--- src/rtl/ascon_pack.sv ---
// Shared types and round-index constants for the ASCON-128 permutation control.
package ascon_pack;

  typedef enum logic [2:0] {
    IDLE      = 3'd0,
    INIT_P12  = 3'd1,
    WAIT_AD   = 3'd2,
    AD_P6     = 3'd3,
    WAIT_PT   = 3'd4,
    PT_P6     = 3'd5,
    FINAL_P12 = 3'd6,
    DONE      = 3'd7
  } state_t;

  localparam logic [3:0] ROUND_P12_FIRST = 4'd0;
  localparam logic [3:0] ROUND_P6_FIRST  = 4'd6;
  localparam logic [3:0] ROUND_LAST      = 4'd11;

endpackage

--- src/rtl/ascon_round_ctrl.sv ---
// Control FSM sequencing the ASCON-128 permutation: init p12, AD p6, PT p6, final p12.
// Build option ASCON_EMPTY_AD_EN adds ad_empty_i, allowing a message with no AD block.
//
// state     | meaning
// IDLE      | waiting for start_i
// INIT_P12  | 12-round initialisation permutation
// WAIT_AD   | waiting for an associated-data block
// AD_P6     | 6-round permutation over an AD block
// WAIT_PT   | waiting for a plaintext block
// PT_P6     | 6-round permutation over a non-final PT block
// FINAL_P12 | 12-round finalisation, tag produced on last round
// DONE      | one-cycle completion pulse
module ascon_round_ctrl
  import ascon_pack::*;
#(
  parameter logic [3:0] LAST_ROUND = ROUND_LAST
) (
  input  logic       clock_i,
  input  logic       resetb_i,
  input  logic       start_i,
`ifdef ASCON_EMPTY_AD_EN
  input  logic       ad_empty_i,
`endif
  input  logic       data_valid_i,
  input  logic       data_last_i,
  input  logic [3:0] cpt_i,
  output logic       data_ready_o,
  output logic       en_cpt_o,
  output logic       init_12_o,
  output logic       init_6_o,
  output logic       en_state_o,
  output logic       sel_init_o,
  output logic       xor_data_o,
  output logic       xor_key_begin_o,
  output logic       xor_key_end_o,
  output logic       xor_lsb_o,
  output logic       en_cipher_o,
  output logic       en_tag_o,
  output logic       busy_o,
  output logic       done_o
);

  state_t state_q, state_d;
  logic   last_q, last_d;
  logic   dsep_q, dsep_d;
  // Marks that the next PT accept is the first one after the AD phase.
  logic   first_pt_q, first_pt_d;
  logic   skip_ad;
  logic   round_last;

`ifdef ASCON_EMPTY_AD_EN
  logic ad_empty_q, ad_empty_d;
  assign skip_ad = ad_empty_q;
`else
  assign skip_ad = 1'b0;
`endif

  assign round_last = (cpt_i == LAST_ROUND);
  assign busy_o     = (state_q != IDLE);

  always_ff @(posedge clock_i or negedge resetb_i) begin
    if (!resetb_i) begin
      state_q    <= IDLE;
      last_q     <= 1'b0;
      dsep_q     <= 1'b0;
      first_pt_q <= 1'b0;
`ifdef ASCON_EMPTY_AD_EN
      ad_empty_q <= 1'b0;
`endif
    end else begin
      state_q    <= state_d;
      last_q     <= last_d;
      dsep_q     <= dsep_d;
      first_pt_q <= first_pt_d;
`ifdef ASCON_EMPTY_AD_EN
      ad_empty_q <= ad_empty_d;
`endif
    end
  end

  always_comb begin
    state_d         = state_q;
    last_d          = last_q;
    dsep_d          = dsep_q;
    first_pt_d      = first_pt_q;
`ifdef ASCON_EMPTY_AD_EN
    ad_empty_d      = ad_empty_q;
`endif
    data_ready_o    = 1'b0;
    en_cpt_o        = 1'b0;
    init_12_o       = 1'b0;
    init_6_o        = 1'b0;
    en_state_o      = 1'b0;
    sel_init_o      = 1'b0;
    xor_data_o      = 1'b0;
    xor_key_begin_o = 1'b0;
    xor_key_end_o   = 1'b0;
    xor_lsb_o       = 1'b0;
    en_cipher_o     = 1'b0;
    en_tag_o        = 1'b0;
    done_o          = 1'b0;

    case (state_q)
      IDLE: begin
        if (start_i) begin
          sel_init_o = 1'b1;
          en_state_o = 1'b1;
          en_cpt_o   = 1'b1;
          init_12_o  = 1'b1;
          last_d     = 1'b0;
          dsep_d     = 1'b0;
          first_pt_d = 1'b0;
`ifdef ASCON_EMPTY_AD_EN
          ad_empty_d = ad_empty_i;
`endif
          state_d    = INIT_P12;
        end
      end

      INIT_P12: begin
        en_state_o = 1'b1;
        en_cpt_o   = 1'b1;
        if (round_last) begin
          xor_key_end_o = 1'b1;
          if (skip_ad) begin
            dsep_d  = 1'b1;
            state_d = WAIT_PT;
          end else begin
            state_d = WAIT_AD;
          end
        end
      end

      WAIT_AD: begin
        data_ready_o = data_valid_i;
        if (data_valid_i) begin
          en_cpt_o = 1'b1;
          init_6_o = 1'b1;
          last_d   = data_last_i;
          state_d  = AD_P6;
        end
      end

      AD_P6: begin
        en_state_o = 1'b1;
        en_cpt_o   = 1'b1;
        xor_data_o = (cpt_i == ROUND_P6_FIRST);
        if (round_last) begin
          if (last_q) begin
            first_pt_d = 1'b1;
            state_d    = WAIT_PT;
          end else begin
            state_d = WAIT_AD;
          end
        end
      end

      WAIT_PT: begin
        data_ready_o = data_valid_i;
        if (data_valid_i) begin
          en_cipher_o = 1'b1;
          en_cpt_o    = 1'b1;
          if (first_pt_q) begin
            dsep_d     = 1'b1;
            first_pt_d = 1'b0;
          end
          if (data_last_i) begin
            init_12_o = 1'b1;
            state_d   = FINAL_P12;
          end else begin
            init_6_o = 1'b1;
            state_d  = PT_P6;
          end
        end
      end

      PT_P6: begin
        en_state_o = 1'b1;
        en_cpt_o   = 1'b1;
        if (cpt_i == ROUND_P6_FIRST) begin
          xor_data_o = 1'b1;
          xor_lsb_o  = dsep_q;
          dsep_d     = 1'b0;
        end
        if (round_last) state_d = WAIT_PT;
      end

      FINAL_P12: begin
        en_state_o = 1'b1;
        en_cpt_o   = 1'b1;
        // A single-block PT message still owes its domain separation here.
        if (cpt_i == ROUND_P12_FIRST) begin
          xor_data_o      = 1'b1;
          xor_key_begin_o = 1'b1;
          xor_lsb_o       = dsep_q;
          dsep_d          = 1'b0;
        end
        if (round_last) begin
          xor_key_end_o = 1'b1;
          en_tag_o      = 1'b1;
          state_d       = DONE;
        end
      end

      DONE: begin
        done_o  = 1'b1;
        state_d = IDLE;
      end

      default: state_d = IDLE;
    endcase
  end

endmodule

--- config.mk ---
export PLATFORM = sky130hd
export DESIGN_NAME = ascon_round_ctrl
export DESIGN_NICKNAME = d
export VERILOG_FILES = /design/src/rtl/ascon_pack.sv /design/src/rtl/ascon_round_ctrl.sv
export SDC_FILE = /design/constraint.sdc
export NUM_CORES = 1
export LEC_CHECK = 0
export BUFFER_PORTS_ARGS = -buffer_cell sky130_fd_sc_hd__buf_2
export CORE_UTILIZATION = 43
export CTS_CLUSTER_SIZE = 20
export DETAILED_ROUTE_END_ITERATION = 8
export PLACE_DENSITY = 0.78
export SLEW_MARGIN = 40
export SYNTH_ARGS = -nofsm -noshare
export SYNTH_HDL_FRONTEND = slang
export SYNTH_SLANG_ARGS = --single-unit
export TNS_END_PERCENT = 30
--- constraint.sdc ---
create_clock -name clock_i -period 1.82 [get_ports clock_i]
set_clock_uncertainty 0.05 [all_clocks]
set_input_delay 0.273 -clock clock_i [delete_from_list [all_inputs] [get_ports clock_i]]
set_output_delay 0.273 -clock clock_i [all_outputs]
set_load 0.02 [all_outputs]
==> flow_summary.toml <==
[drt]
wl_met2_um = 766
route.detailed.drc = 0
routed.top_layer = "met3"
routedWlPerCell_um = 14.1
wl_met1_um = 781
vias = 667
ant_nets = 0
wl_mm = 1.62
avgViaCountPerCell = 5.80
first_pass_iters = 3
drt_first_iter_violations = 7
met3_length_um = 73

[critical_path]
critPathTopFamily = "flip-flops"
r2r_slack_ns = 0.16
slowest_stage = "dfrtp_2"
slowest_delay_ns = 0.51
cp-start-kind = "flop"
required_ns = 1.50
critPathBufInv = 1
path_class = "flop to primary output"
end_kind = "primary output"
cp_cell_sequence = "xnor2_1 > o22ai_1 > and2_1 > buf_2"
cp_max_fo = 15
arrival_ns = 1.58

[power]
clock_power_share = 0.141
leakagePower_nw = 0.345
p_comb_frac = 0.588
irDropWorstVdd_mv = 0.687
sw_frac_of_total = 0.462
p_int_mw = 0.494
power_frac_seq = 0.271
powerDensity_nw_per_um2 = 1140
netSwitchingPower_mw = 0.424

[clock_network]
cts.path.max_buffers = 2
cts_tree = "yes"
cts_buffers = 3
clock_latency_ns = 0.25
root_buffer = "clkbuf_4"
cts_sinks = 6
h-tree-depth = 1
cts.clk_slew.worst_paths_ns = 0.05

[sta]
hold_violations = 0
setup-violations-final = 4
rsz0062_at_grt = "true"
drv_slew = 0
worst_slack_ns = -0.0858
fin_crit_sh = 1.05
tightest_slew_ns = 0.491
min_period_ns = 1.91
fmax_mhz = 525
relSlewSlack = 0.668
tns_ns = -0.201

[floorplanning]
start_util = 0.465
die-area_sq_um = 1580
pin_count = 23
die_h_um = 39.8
rows = 13
die_x_um = 39.8
fp.coreArea_sq_um = 1320

[yosys]
synth-edff-count = 0
synth_compound_area_frac = 0.176
synth-simple-area-share = 0.439
yosysSeqAreaShare = 0.245
synth_top_family_by_area = "simple AND/OR/NAND/NOR gates"
synth_top_area_cell = "dfrtp_1"
synth_area_leaders = "dfrtp_1 (24%), buf_6 (5.5%), nor2_1 (4.9%)"
synth_mux_area_frac = 0.0163
yosysTopAreaCellShare = 0.245
syn-num-nets = 83
syn_avg_cell_area_sq_um = 8.28
netlist-cell-type-count = 40
synth_top_flop_cell = "dfrtp_1"
synthArstFlopShare = 1.00
ys.warnings.count = 0
synth_commonest_cells = "nor2_1 (8), dfrtp_1 (6), nand2_1 (6), nand3_1 (4)"
synth_xor_area_frac = 0.0286
syn_area_sq_um = 613
yosysMostFrequentCell = "nor2_1"
ys_ff_latch = 6
synthAdderAreaFrac = 0
syn_inst = 74

[finish]
final_cell_area_sq_um = 805
fin_nets = 111
area_delta_synth_final_pct = 31.2
antenna_cells = 0
layout-drive-gt1-share = 0.440

[job]
drv_cap = 0

[place]
placed_area_sq_um = 719
hpwl_mm = 1.11
io_buffers = 22
gp_congestion = 0.829

[global_routing]
grt_max_degree = 18
antenna_found_initial = 0
overflow = 0
grt_pass1_wl_mm = 2.26
grt_pass1_vias = 488
grtUsageTotal = 0.214

[status]
status = "finished with violations"
violations = "setup timing"

[min_path]
hold_class = "primary input to flop"
[path summary, 6_finish.rpt]
path	from	endpoint	depth (start not counted)
min in group asynchronous	resetb_i	first_pt_q	2
min reg2reg	last_q	state_q[2]	2
max reg2reg	state_q[0]	last_q	5
max in group asynchronous	resetb_i	state_q[2]	2
max	state_q[1]	xor_data_o	4
min	data_last_i	last_q	2
[power groups by stage]
| stage | combinational (mW) | clock, mW | sequential [mW] |
|---|---|---|---|
| after floorplan | 0.450 | 0 | 0.188 |
| after global placement | 0.464 | 0 | 0.242 |
| after detailed placement | 0.476 | 0 | 0.246 |
| after CTS | 0.502 | 0.134 | 0.245 |
| after global routing | 0.588 | 0.142 | 0.261 |
| final | 0.540 | 0.129 | 0.249 |
[kinds of logic after synthesis]
group	Yosys count
simple gates	42
mux	1
xor+xnor	2
compound gates	15
buf+inv	8
flops	6
[through the flow]
step	power [mW]	hold WS, ns	setup WS [ns]	instances	util
finish	0.918	0.258	-0.0858	115	0.611
global route	0.990	0.261	-0.141	115	0.611
CTS	0.881	0.253	-0.0492	114	0.586
detailed placement	0.721	0.0642	0.134	108	0.546
global placement	0.707	0.0603	0.180	108	0.546
floorplan	0.638	-0.0726	-0.0151	74	-
[area by class of cell]
| type | instances | area (sq um) |
|---|---|---|
| fill | 115 | 513 |
| multi-input combinational | 60 | 430 |
| timing repair buffer | 29 | 173 |
| sequential | 6 | 153 |
| clock buffer | 3 | 22.5 |
| tap | 15 | 18.8 |
| inverter | 2 | 7.51 |
[flip-flops by register name (all words and copies together), names as in the netlist]
signal and cells:
dsep_q 1, last_q 1, state_q 3, first_pt_q 1
[what timing repair did]
action	in CTS	in global routing
cloned	0	0
hold buffers	1	0
setup endpoints to repair	8	9
setup buffers	2	1
endpoints found under the hold margin	6	0
gates resized for setup	3	8
pin swaps	2	1
[routing by layer]
metal / global-route usage / vias up
li1: - / 333
met1: 0.323 / 318
met2: 0.279 / 16
met3: 0.0852 / 0
met4: 0.0259 / 0
met5: 0 / -
[worst reg2reg max path: cells and delay by family (launching register included)]
kind,cells,cell delay [ns]
buffers and inverters,2,0.33
and+or+nand+nor,2,0.57
AOI/OAI and AO/OA,1,0.19
DFF,1,0.41
[cells in the final DEF (no fill, tap or decap), types with 2 or more instances in the layout]
cell type / instances
buf_2: 19
buf_4: 9
nor2_1: 7
nand2_1: 6
nand3_1: 4
dfrtp_1: 4
a21oi_1: 3
a31oi_1: 3
clkbuf_4: 3
inv_1: 2
xnor2_1: 2
nand3b_1: 2
nor3b_1: 2
a311oi_1: 2
dfrtp_2: 2
Power figures use the tool's default switching activity.
